===== src/rtl/fifo_reader_pkg.sv =====
// Shared definitions for the FIFO drain controller: FSM encoding and
// read-path geometry.
package fifo_reader_pkg;

  typedef enum logic [0:0] {
    ST_IDLE  = 1'b0,
    ST_BURST = 1'b1
  } state_e;

  localparam int READ_LAT   = 1;
  localparam int SKID_DEPTH = 2;

endpackage


===== src/rtl/fifo_reader_if.sv =====
// FIFO read port plus the downstream valid/ready stream of the drain controller.
// The master modport is the controller; the slave side is the FIFO and consumer.
interface fifo_reader_if #(
  parameter int DW = 15
);

  logic          empty;
  logic [DW:0]   doutb;
  logic          enb;
  logic          out_valid;
  logic          out_ready;
  logic [DW:0]   out_data;
  logic          out_last;

  modport master (
    input  empty, doutb, out_ready,
    output enb, out_valid, out_data, out_last
  );

  modport slave (
    output empty, doutb, out_ready,
    input  enb, out_valid, out_data, out_last
  );

endinterface


===== src/rtl/fifo_reader_skid.sv =====
// Two-entry skid FIFO holding {last, data} words that arrive one cycle after
// their read enable; order is preserved across simultaneous push and pop.
module fifo_reader_skid #(
  parameter int DW = 15
) (
  input  logic        clk,
  input  logic        rst,
  input  logic        push,
  input  logic        push_last,
  input  logic [DW:0] push_data,
  input  logic        pop,
  output logic [1:0]  occ,
  output logic        head_last,
  output logic [DW:0] head_data
);
  import fifo_reader_pkg::*;

  logic [DW+1:0] mem [SKID_DEPTH];
  logic          wr_ptr;
  logic          rd_ptr;

  // The parent never pushes into a full buffer without popping the same cycle,
  // so writing the slot under rd_ptr when full is safe.
  always_ff @(posedge clk) begin
    if (!rst) begin
      for (int i = 0; i < SKID_DEPTH; i++) begin
        mem[i] <= '0;
      end
      wr_ptr <= 1'b0;
      rd_ptr <= 1'b0;
      occ    <= 2'd0;
    end else begin
      if (push) begin
        mem[wr_ptr] <= {push_last, push_data};
        wr_ptr      <= !wr_ptr;
      end
      if (pop) begin
        rd_ptr <= !rd_ptr;
      end
      case ({push, pop})
        2'b10:   occ <= occ + 2'd1;
        2'b01:   occ <= occ - 2'd1;
        default: occ <= occ;
      endcase
    end
  end

  assign {head_last, head_data} = mem[rd_ptr];

endmodule


===== src/rtl/fifo_reader.sv =====
// Drain-side FIFO controller: issues reads in fixed-length bursts, absorbs the
// one-cycle read latency in a skid buffer and presents a framed valid/ready stream.
module fifo_reader #(
  parameter int DW  = 15,
  parameter int BL  = 16,
  parameter int BCW = 16
) (
  input  logic           clk,
  input  logic           rst,
  input  logic           run,
  fifo_reader_if.master  bus,
  output logic           busy,
  output logic [BCW-1:0] burst_cnt
);
  import fifo_reader_pkg::*;

  localparam int ICW = $clog2(BL);
  localparam logic [ICW-1:0] ICNT_LAST = ICW'(BL - 1);
  localparam logic [0:0] IDLE  = ST_IDLE;
  localparam logic [0:0] BURST = ST_BURST;

  logic [0:0]     state;
  logic [ICW-1:0] icnt;
  logic           inflight;
  logic           inflight_last;
  logic [1:0]     occ;
  logic           pop;
  logic           issue_last;
  logic [2:0]     pending;
  logic           head_last;
  logic [DW:0]    head_data;

  assign pop        = bus.out_valid && bus.out_ready;
  assign issue_last = (icnt == ICNT_LAST);
  assign pending    = {1'b0, occ} + {2'b00, inflight};

  // A read is only issued if its word is guaranteed a skid slot; the pop term
  // lets reads resume in the same cycle the consumer frees an entry.
  assign bus.enb = rst && (state == BURST) && !bus.empty &&
                   (pending < (3'd2 + {2'b00, pop}));

  // run is only consulted in IDLE and at the last issue of a burst, so
  // dropping it mid-burst never truncates the burst.
  always_ff @(posedge clk) begin
    if (!rst) begin
      state <= IDLE;
      icnt  <= '0;
    end else begin
      case (state)
        IDLE: begin
          if (run) begin
            state <= BURST;
          end
        end
        BURST: begin
          if (bus.enb) begin
            if (issue_last) begin
              icnt <= '0;
              if (!run) begin
                state <= IDLE;
              end
            end else begin
              icnt <= icnt + ICW'(1);
            end
          end
        end
        default: state <= IDLE;
      endcase
    end
  end

  always_ff @(posedge clk) begin
    if (!rst) begin
      inflight      <= 1'b0;
      inflight_last <= 1'b0;
      burst_cnt     <= '0;
    end else begin
      inflight      <= bus.enb;
      inflight_last <= bus.enb && issue_last;
      if (pop && head_last) begin
        burst_cnt <= burst_cnt + BCW'(1);
      end
    end
  end

  fifo_reader_skid #(.DW(DW)) u_skid (
    .clk       (clk),
    .rst       (rst),
    .push      (inflight),
    .push_last (inflight_last),
    .push_data (bus.doutb),
    .pop       (pop),
    .occ       (occ),
    .head_last (head_last),
    .head_data (head_data)
  );

  assign bus.out_valid = (occ != 2'd0);
  assign bus.out_data  = head_data;
  assign bus.out_last  = head_last && bus.out_valid;
  assign busy          = (state != IDLE) || (occ != 2'd0) || inflight;

endmodule


===== src/flat_wrapper.sv =====
// flat-port wrapper written by rule: the top's interface ports become plain ports
module fifo_reader_flat import fifo_reader_pkg::*;
#(
  parameter int DW  = 15,
  parameter int BL  = 16,
  parameter int BCW = 16
)
  (clk, rst, run, busy, burst_cnt, bus_empty, bus_doutb, bus_out_ready, bus_enb, bus_out_valid, bus_out_data, bus_out_last);
  fifo_reader_if #(.DW(DW)) bus_i ();
  input  logic clk;
  input  logic rst;
  input  logic run;
  output logic busy;
  output logic [BCW-1:0] burst_cnt;
  input wire logic [$bits(bus_i.empty)-1:0] bus_empty;
  input wire logic [$bits(bus_i.doutb)-1:0] bus_doutb;
  input wire logic [$bits(bus_i.out_ready)-1:0] bus_out_ready;
  output wire logic [$bits(bus_i.enb)-1:0] bus_enb;
  output wire logic [$bits(bus_i.out_valid)-1:0] bus_out_valid;
  output wire logic [$bits(bus_i.out_data)-1:0] bus_out_data;
  output wire logic [$bits(bus_i.out_last)-1:0] bus_out_last;
  assign bus_i.empty = bus_empty;
  assign bus_i.doutb = bus_doutb;
  assign bus_i.out_ready = bus_out_ready;
  assign bus_enb = bus_i.enb;
  assign bus_out_valid = bus_i.out_valid;
  assign bus_out_data = bus_i.out_data;
  assign bus_out_last = bus_i.out_last;
  fifo_reader #(.DW(DW), .BL(BL), .BCW(BCW)) u_core (.clk(clk), .rst(rst), .run(run), .bus(bus_i), .busy(busy), .burst_cnt(burst_cnt));
endmodule

===== config.mk =====
export PLATFORM = sky130hd
export DESIGN_NAME = fifo_reader_flat
export DESIGN_NICKNAME = d
export VERILOG_FILES = /design/src/rtl/fifo_reader_pkg.sv /design/src/rtl/fifo_reader_if.sv /design/src/rtl/fifo_reader_skid.sv /design/src/rtl/fifo_reader.sv /design/src/flat_wrapper.sv
export SDC_FILE = /design/constraint.sdc
export NUM_CORES = 1
export LEC_CHECK = 0
export BUFFER_PORTS_ARGS = -buffer_cell sky130_fd_sc_hd__buf_2
export CAP_MARGIN = 15
export CORE_MARGIN = 5
export CORE_UTILIZATION = 54
export DETAILED_ROUTE_END_ITERATION = 12
export PLACE_DENSITY = 0.79
export SETUP_SLACK_MARGIN = 0.2
export SLEW_MARGIN = 20
export SYNTH_ARGS = -nofsm -noshare
export SYNTH_HDL_FRONTEND = slang
export SYNTH_HIERARCHICAL = 1
export SYNTH_SLANG_ARGS = --single-unit

===== constraint.sdc =====
create_clock -name clk -period 2.46 [get_ports clk]
set_input_delay 0.492 -clock clk [delete_from_list [all_inputs] [get_ports clk]]
set_output_delay 0.492 -clock clk [all_outputs]
set_load 0.005 [all_outputs]

==> results of run 1 <==
==> cells in the mapped netlist, drive strengths merged (2+ instances only) <==
library cell / n
nor2: 44
nand2: 36
edfxtp: 34
dfxtp: 28
mux2: 17
o21ai: 10
buf: 9
a21oi: 8
nand3: 7
or3: 7
xnor2: 6
ha: 5
mux2i: 5
nand2b: 5
and2: 4
and3: 4
inv: 4
nand4: 4
nor3: 4
xor2: 4
a21boi: 2
or4: 2
==> critical path, cell delays in order (launching register included) <==
cell,delay [ns]
dfxtp_2,0.35
ha_1,0.20
ha_2,0.18
or3_4,0.42
nor2_4,0.12
buf_2,0.11
==> area by class of cell <==
class | instances | area, um2 | area share
flip-flops and latches | 62 | 1587 | 0.4723
multi-input cells | 182 | 1107 | 0.3296
repair buffers | 65 | 347.8 | 0.1035
clock buffers | 11 | 141.4 | 0.04209
well taps | 70 | 87.58 | 0.02607
clock inverters | 5 | 73.82 | 0.02197
inverters | 4 | 15.01 | 0.004469
==> timing repair <==
| action | CTS | global route |
|---|---|---|
| pin swaps | 0 | 1 |
| buffers inserted | 0 | 3 |
| hold buffers | 0 | 0 |
| gates resized for setup | 3 | 4 |
| setup endpoints to repair | 1 | 1 |
==> cell families (layout without fill, tap and decap cells) <==
kind of cell,count (synthesis),after routing,share of synthesized area
and+or+nand+nor,120,120,0.1983
DFF,62,62,0.5774
AOI/OAI and AO/OA,25,25,0.05757
muxes,22,22,0.08817
buffers and inverters,14,85,0.02375
xor gates and xnor gates,10,10,0.03198
adders and majority gates,5,5,0.02284
==> flip-flops by register name (all words and copies together) (netlist names), named ones only <==
name	flops
u_core/state	1
u_core/burst_cnt	16
u_core/u_skid/occ	2
u_core/inflight	1
u_core/u_skid/wr_ptr	1
u_core/u_skid/rd_ptr	1
u_core/u_skid/mem	34
u_core/icnt	4
u_core/inflight_last	1
==> routing by layer <==
| metal | vias to the layer above | track usage | wire length, um |
|---|---|---|---|
| met2 | 52 | 0.3046 | 2650 |
| met1 | 948 | 0.1909 | 2260 |
| li1 | 1031 | - | - |
| met5 | - | 0 | 0 |
| met3 | 6 | 0.04435 | 341 |
| met4 | 0 | 0.07601 | 57 |
==> power breakdown <==
group | total, mW | internal (mW) | switching [mW] | leakage, nW
sequential | 1.16 | 1.14 | 0.0218 | 0.581
clock | 0.955 | 0.591 | 0.363 | 0.111
combinational | 0.291 | 0.144 | 0.147 | 0.736
==> final timing paths <==
path,cells after the start,endpoint,slack [ns]
min,3,u_core/state,0.37
max reg2reg,6,u_core/icnt[0],0.49
max,5,bus_enb,0.27
min reg2reg,2,u_core/burst_cnt[15],0.47
==> reports/qor.yml, run 1 <==
status: "finished clean"
end_kind: "primary output"
core_area_um2: 5010
period_needed_ns: 2.194
cts-root-buf: "clkbuf_8"
gr-total-overflow: 0
synth_area_um2: 2739
clock_latency_ns: 0.33
dpl_cell_area_um2: 3102
path_max_fanout: 5
holdCritStartpoint: "run"
max_freq_mhz: 455.8
cts_max_level: 3
drtIter0Drc: 137
gp_congestion: 0.8086
syn_to_final_growth_pct: 22.66
start_util: 0.5467
finalPower_mw: 2.406
grt_pass1_vias: 2059
maxCapViolations: 0
dpl.cell_count: 380
final_common_cell: "buf_2"
fin_util: 0.6706
r2r-start: "u_core/inflight"
dp_hpwl_um: 3658
clock_skew_ns: 0.007702
firstDrtPassIters: 4
final_cell_mix: "buf_2 (56), nor2_1 (43), nand2_1 (36)"
vias: 2037
ant_nets: 0
async_flop_share: 0
clk_path_buf_depth: 2
whs_ns: 0.3651
synth-main-ff-cell: "edfxtp_1"
tightest_slew_ns: 0.7608
n_antenna_cell: 0
ys_seq_elements: 62
portBuffers: 56
fp.dieArea_um2: 6596
fillers: 421
synth_edf_count: 34
io_pins: 57
finalCritPeriodShare: 0.8918
final_cell_count_no_fill: 399
final_cell_area_um2: 3359
synthCells: 258
ys_warn_count: 6
finalWorstSetupSlack_ns: 0.2661
die_h_um: 81.22
row_count: 26
slew_headroom: 0.4916
cts.sinks: 62
startpoint_type: "register"
grt.total_usage: 0.1709
power.leakage_nw: 1.428
cp.arrival_ns: 1.70
numCtsBuffers: 9
via_per_inst: 5.105
startpoint: "u_core/inflight"
fin_nets: 350
synthTopCellsByArea: "edfxtp_1 (37%), dfxtp_1 (20%), mux2_2 (7.0%)"
finalSetupTns_ns: 0
yosysSeqAreaShare: 0.5774
grt_pass1_wl_um: 8680
cts_tree: "yes"
wl_per_cell_um: 13.31
timing.final.hold_violations: 0
clk_pin_slew_ns: 0.06
ir_drop_v: 0.0005268
dpl_worst_slack_ns: 0.4542
power_density_nw_per_um2: 716.0
drive_gt1_frac: 0.3161
syn_avg_cell_area_um2: 10.62
hold_class: "primary input to register"
antenna_found_initial: 0
grt_setup_unrepaired: "false"
grt_max_degree: 19
dieWidth_um: 81.22
cp.required_ns: 1.97
routed_wl_um: 5310
setup-violations-final: 0
synthDistinctLibCells: 35
synth_area_leader_cell: "edfxtp_1"
slew_violations: 0
synth_top_area_frac: 0.3728
synth_fp_nets: 284
drc: 0
critical_path_class: "register to primary output"
(Power assumes the default switching activity.)
==> run 2: changes to the inputs <==
- clock period: 2.46 -> 2.1 ns (I/O delays scaled with it)
==> reports/qor.yml, run 2 (same netlist as run 1, synthesis figures left out) <==
portBuffers: 56  # unchanged
finalSetupTns_ns: 0  # unchanged
cts_tree: "yes"  # unchanged
startpoint: "u_core/u_skid/occ[0]"  # was u_core/inflight
path_cells: "ha_4, ha_4, or3_4, nor2_4, buf_2"  # was ha_1, ha_2, or3_4, nor2_4, buf_2
grt_pass1_wl_um: 9121  # was 8680 um
start_util: 0.5467  # unchanged
final_cell_mix: "buf_2 (56), nor2_1 (43), nand2_1 (36)"  # unchanged
drtIter0Drc: 98  # was 137
timing.rr.end: "u_core/icnt[0]"  # unchanged
cts-root-buf: "clkbuf_8"  # unchanged
r2r-start: "u_core/u_skid/occ[0]"  # was u_core/inflight
power_density_nw_per_um2: 761.3  # was 716.0 nW/um2
power.leakage_nw: 1.408  # was 1.428 nW
max_freq_mhz: 503.5
whs_ns: 0.3217  # was 0.3651 ns
syn_to_final_growth_pct: 22.25  # was 22.66%
fillers: 427  # was 421
dp_hpwl_um: 3820  # was 3658 um
antenna_found_initial: 0  # unchanged
clk_pin_slew_ns: 0.06  # about the same
wl_per_cell_um: 14.04  # was 13.31 um
fin_nets: 352  # was 350
dpl_worst_slack_ns: 0.1979  # was 0.4542 ns
n_antenna_cell: 0  # unchanged
crit_end: "bus_enb"  # unchanged
dieWidth_um: 81.22  # unchanged
slew_violations: 0  # unchanged
path_max_fanout: 2  # was 5
clock_latency_ns: 0.33  # about the same
gr-total-overflow: 0  # unchanged
maxCapViolations: 0  # unchanged
setup-violations-final: 0  # unchanged
hold_class: "primary input to register"  # unchanged
numCtsBuffers: 9  # unchanged
slowest_stage: "or3_4"  # unchanged
core_area_um2: 5010  # unchanged
critical_path_class: "register to primary output"  # unchanged
firstDrtPassIters: 4  # unchanged
io_pins: 57  # unchanged
startpoint_type: "register"  # unchanged
fp.dieArea_um2: 6596  # unchanged
vias: 2058  # was 2037
largest_reg_flops: 34  # unchanged
multi_input_area_um2: 1140  # was 1107 um2
r2r_cells: 6  # unchanged
cp.required_ns: 1.68  # was 1.97 ns
row_count: 26  # unchanged
drive_gt1_frac: 0.3172  # was 0.3161
top_register: "u_core/u_skid/mem"  # unchanged
final_common_cell: "buf_2"  # unchanged
tightest_slew_ns: 0.4804  # was 0.7608 ns
period_needed_ns: 1.986
gp_congestion: 0.7312  # was 0.8086
slew_headroom: 0.6794  # was 0.4916
slowest_delay_ns: 0.38  # was 0.42 ns
grt.total_usage: 0.1860  # was 0.1709
ant_nets: 0  # unchanged
finalCritPeriodShare: 0.9458
end_kind: "primary output"  # unchanged
via_per_inst: 5.132  # was 5.105
ir_drop_v: 0.0005260  # was 0.0005268 V
drc: 0  # unchanged
grt_setup_unrepaired: "true"  # was false
timing.final.hold_violations: 0  # unchanged
status: "finished clean"  # unchanged
cts_max_level: 3  # unchanged
routed_wl_um: 5632  # was 5310 um
cts.sinks: 62  # unchanged
cp.arrival_ns: 1.57  # was 1.70 ns
clk_path_buf_depth: 2  # unchanged
fin_util: 0.6683  # was 0.6706
clock_skew_ns: 0.005261  # was 0.007702 ns
largestRegisters: "u_core/u_skid/mem (34), u_core/burst_cnt (16), u_core/icnt (4)"  # unchanged
path_common_cell: "ha_4"
grt_max_degree: 23  # was 19
die_h_um: 81.22  # unchanged
grt_pass1_vias: 2037  # was 2059
seq_area_um2: 1588  # was 1587 um2
ff2ff_setup_slack_ns: 0.22  # was 0.49 ns
finalWorstSetupSlack_ns: 0.1139  # was 0.2661 ns
run 2: cell count changes in the layout (fill, tap and decap cells not counted), sizes merged:
cell / previous run / this run
bufinv: 2 / 0
clkbuf: 11 / 13
buf: 65 / 67
run 2: routing by layer:
layer,GRT usage,vias to the layer above,wire (um)
li1,-,1038,-
met3,0.04102,6,284
met4,0.09122,0,71
met2,0.3300,40,2952
met5,0,-,0
met1,0.2101,974,2324
run 2: layout make-up:
class                      instances  share of cell area
clock inverter                     3            0.003737
clock buffer                      13             0.04148
sequential                        62              0.4742
inverter                           4            0.004484
multi-input combinational        182              0.3404
tap                               70             0.02616
timing repair buffer              67              0.1095
run 2: critical path: cells and delay by family, from the launching register on:
| family | cells | cell delay [ns] |
|---|---|---|
| adders and majority gates | 2 | 0.31 |
| buffers and inverters | 1 | 0.11 |
| DFF | 1 | 0.35 |
| and+or+nand+nor | 2 | 0.47 |
run 2: worst min path at each step:
stage,startpoint,cells past startpoint,to,slack (ns)
4_1_cts,run,3,u_core/state,0.30
3_3_place_gp,u_core/burst_cnt[15],2,u_core/burst_cnt[15],0.46
5_1_grt,run,3,u_core/state,0.34
3_5_place_dp,u_core/burst_cnt[15],2,u_core/burst_cnt[15],0.48
6_report,run,3,u_core/state,0.32
2_1_floorplan,u_core/u_skid/wr_ptr,2,u_core/u_skid/wr_ptr,0.45
run 2: report_power, final:
group          switching (mW)  internal, mW
logic                   0.179         0.178
clock network           0.411         0.420
registers              0.0272          1.33
total                   0.617          1.93
run 2: timing repair:
item | in CTS | in global routing
resized for setup | 12 | 3
setup endpoints to repair | 3 | 19
setup buffers | 3 | 0
hold buffers | 0 | 0
pin swaps | 2 | 1
run 2: metrics by stage:
stage	instances	power (mW)	area [um2]
4_1_cts	401	2.565	3339
3_3_place_gp	382	1.703	3120
2_1_floorplan	258	1.588	2743
5_1_grt	401	2.662	3348
3_5_place_dp	382	1.712	3120
6_report	401	2.549	3348
==> run 3: changes to the inputs <==
- CORE_ASPECT_RATIO: default -> 0.7
==> reports/qor.yml, run 3 (same netlist as run 1, synthesis figures left out) <==
drive_gt1_frac: 0.3222  # was 0.3172
critical_path_class: "register to primary output"  # unchanged
tightest_slew_ns: 0.4830  # was 0.4804 ns
drc: 0  # unchanged
grt_pass1_wl_um: 9556  # was 9121 um
cts-root-buf: "clkbuf_8"  # unchanged
wl_per_cell_um: 14.35  # was 14.04 um
fin_nets: 350  # was 352
cp.required_ns: 1.68  # about the same
finalPower_mw: 2.588  # was 2.549 mW
final_common_cell: "buf_2"  # unchanged
grt_setup_unrepaired: "true"  # unchanged
final_cell_mix: "buf_2 (56), nor2_1 (43), nand2_1 (36)"  # unchanged
ctsHoldBuffers: 0  # unchanged
finalCritPeriodShare: 0.9721  # was 0.9458
slew_violations: 0  # unchanged
portBuffers: 56  # unchanged
use_met1: 0.2503  # was 0.2101
routed_wl_um: 5712  # was 5632 um
gr-total-overflow: 0  # unchanged
startpoint_type: "register"  # unchanged
gp_congestion: 0.7779  # was 0.7312
clk_pin_slew_ns: 0.06  # about the same
use_met2: 0.2816  # was 0.3300
clk_path_buf_depth: 2  # unchanged
ant_nets: 0  # unchanged
drtIter0Drc: 94  # was 98
dieWidth_um: 95.12  # was 81.22 um
power.leakage_nw: 1.408  # about the same
max_freq_mhz: 489.8  # was 503.5 MHz
die_h_um: 69.59  # was 81.22 um
final_cell_area_um2: 3348  # unchanged
setup-violations-final: 0  # unchanged
grt_pass1_vias: 1965  # was 2037
postCtsSetupBuffers: 0  # was 3
cp.arrival_ns: 1.62  # was 1.57 ns
power_density_nw_per_um2: 773.0  # was 761.3 nW/um2
n_antenna_cell: 0  # unchanged
core_area_um2: 4835  # was 5010 um2
slew_headroom: 0.6776  # was 0.6794
ff2ff_setup_slack_ns: 0.25  # was 0.22 ns
numCtsBuffers: 9  # unchanged
syn_to_final_growth_pct: 22.25  # unchanged
largest_reg_flops: 34  # unchanged
status: "finished clean"  # unchanged
largestRegisters: "u_core/u_skid/mem (34), u_core/burst_cnt (16), u_core/icnt (4)"  # unchanged
grt.total_usage: 0.1889  # was 0.1860
period_needed_ns: 2.041  # was 1.986 ns
top_register: "u_core/u_skid/mem"  # unchanged
antenna_found_initial: 0  # unchanged
grt.busiest_layer: "met2"  # unchanged
clock_skew_ns: 0.006985  # was 0.005261 ns
firstDrtPassIters: 4  # unchanged
grt_max_degree: 36  # was 23
vias: 2081  # was 2058
ir_drop_v: 0.0004509  # was 0.0005260 V
hold_depth: 3  # unchanged
start_util: 0.5665  # was 0.5467
clock_latency_ns: 0.33  # about the same
via_per_inst: 5.229  # was 5.132
grt_util_met3: 0.06941  # was 0.04102
dpl_cell_area_um2: 3127  # was 3120 um2
cts_max_level: 3  # unchanged
fp.dieArea_um2: 6619  # was 6596 um2
hold_class: "primary input to register"  # unchanged
cts_tree: "yes"  # unchanged
cts.sinks: 62  # unchanged
r2r_cells: 5  # was 6
maxCapViolations: 0  # unchanged
path_max_fanout: 5  # was 2
row_count: 21  # was 26
io_pins: 57  # unchanged
end_kind: "primary output"  # unchanged
dp_hpwl_um: 3940  # was 3820 um
timing.final.hold_violations: 0  # unchanged
==> run 3: worst max-delay path: stages (launching register included) <==
cell and delay [ns]:
dfxtp_2 0.35, ha_4 0.16, ha_4 0.15, or3_4 0.40, nor2_4 0.11, buf_2 0.12
==> run 3: final timing paths <==
check | from | end
max | u_core/inflight | bus_enb
min | run | u_core/state
min reg2reg | u_core/burst_cnt[15] | u_core/burst_cnt[15]
max reg2reg | register | u_core/burst_cnt[12]
==> run 3: per-layer routing <==
| metal | vias up | part of all wire |
|---|---|---|
| met5 | - | 0 |
| met4 | 0 | 0.0068 |
| met3 | 4 | 0.081 |
| met2 | 62 | 0.48 |
| met1 | 977 | 0.44 |
| li1 | 1038 | - |
==> run 3: power by group <==
part	total, mW	switching (mW)	internal, mW
clock	0.869	0.410	0.458
sequential	1.36	0.0282	1.33
combinational	0.359	0.180	0.179
total	2.59	0.618	1.97
==> run 3: cell type report <==
type                            instances  area, um2
Clock buffer                           14      152.6
Clock inverter                          2      10.01
Fill cell                             422       1486
Inverter                                4      15.01
Multi-Input combinational cell        182       1144
Sequential cell                        62       1585
Tap cell                               69      86.33
Timing Repair Buffer                   65      355.3
==> run 3: stage by stage <==
step | utilization | setup TNS (ns) | std cells | setup WS (ns) | hold WS (ns)
2_1_floorplan | - | 0 | 258 | 0.2262 | 0.4516
3_3_place_gp | 0.6467 | 0 | 382 | 0.2515 | 0.4541
3_5_place_dp | 0.6467 | 0 | 382 | 0.1753 | 0.4670
4_1_cts | 0.6900 | 0 | 398 | 0.03915 | 0.3182
5_1_grt | 0.6925 | -0.01080 | 398 | -0.01080 | 0.3357
6_report | 0.6925 | 0 | 398 | 0.05853 | 0.3377
==> run 3: timing repair <==
action                     4_1_cts  5_1_grt
setup endpoints to repair        4       19
resized for setup               12        4
pin swaps                        2        1
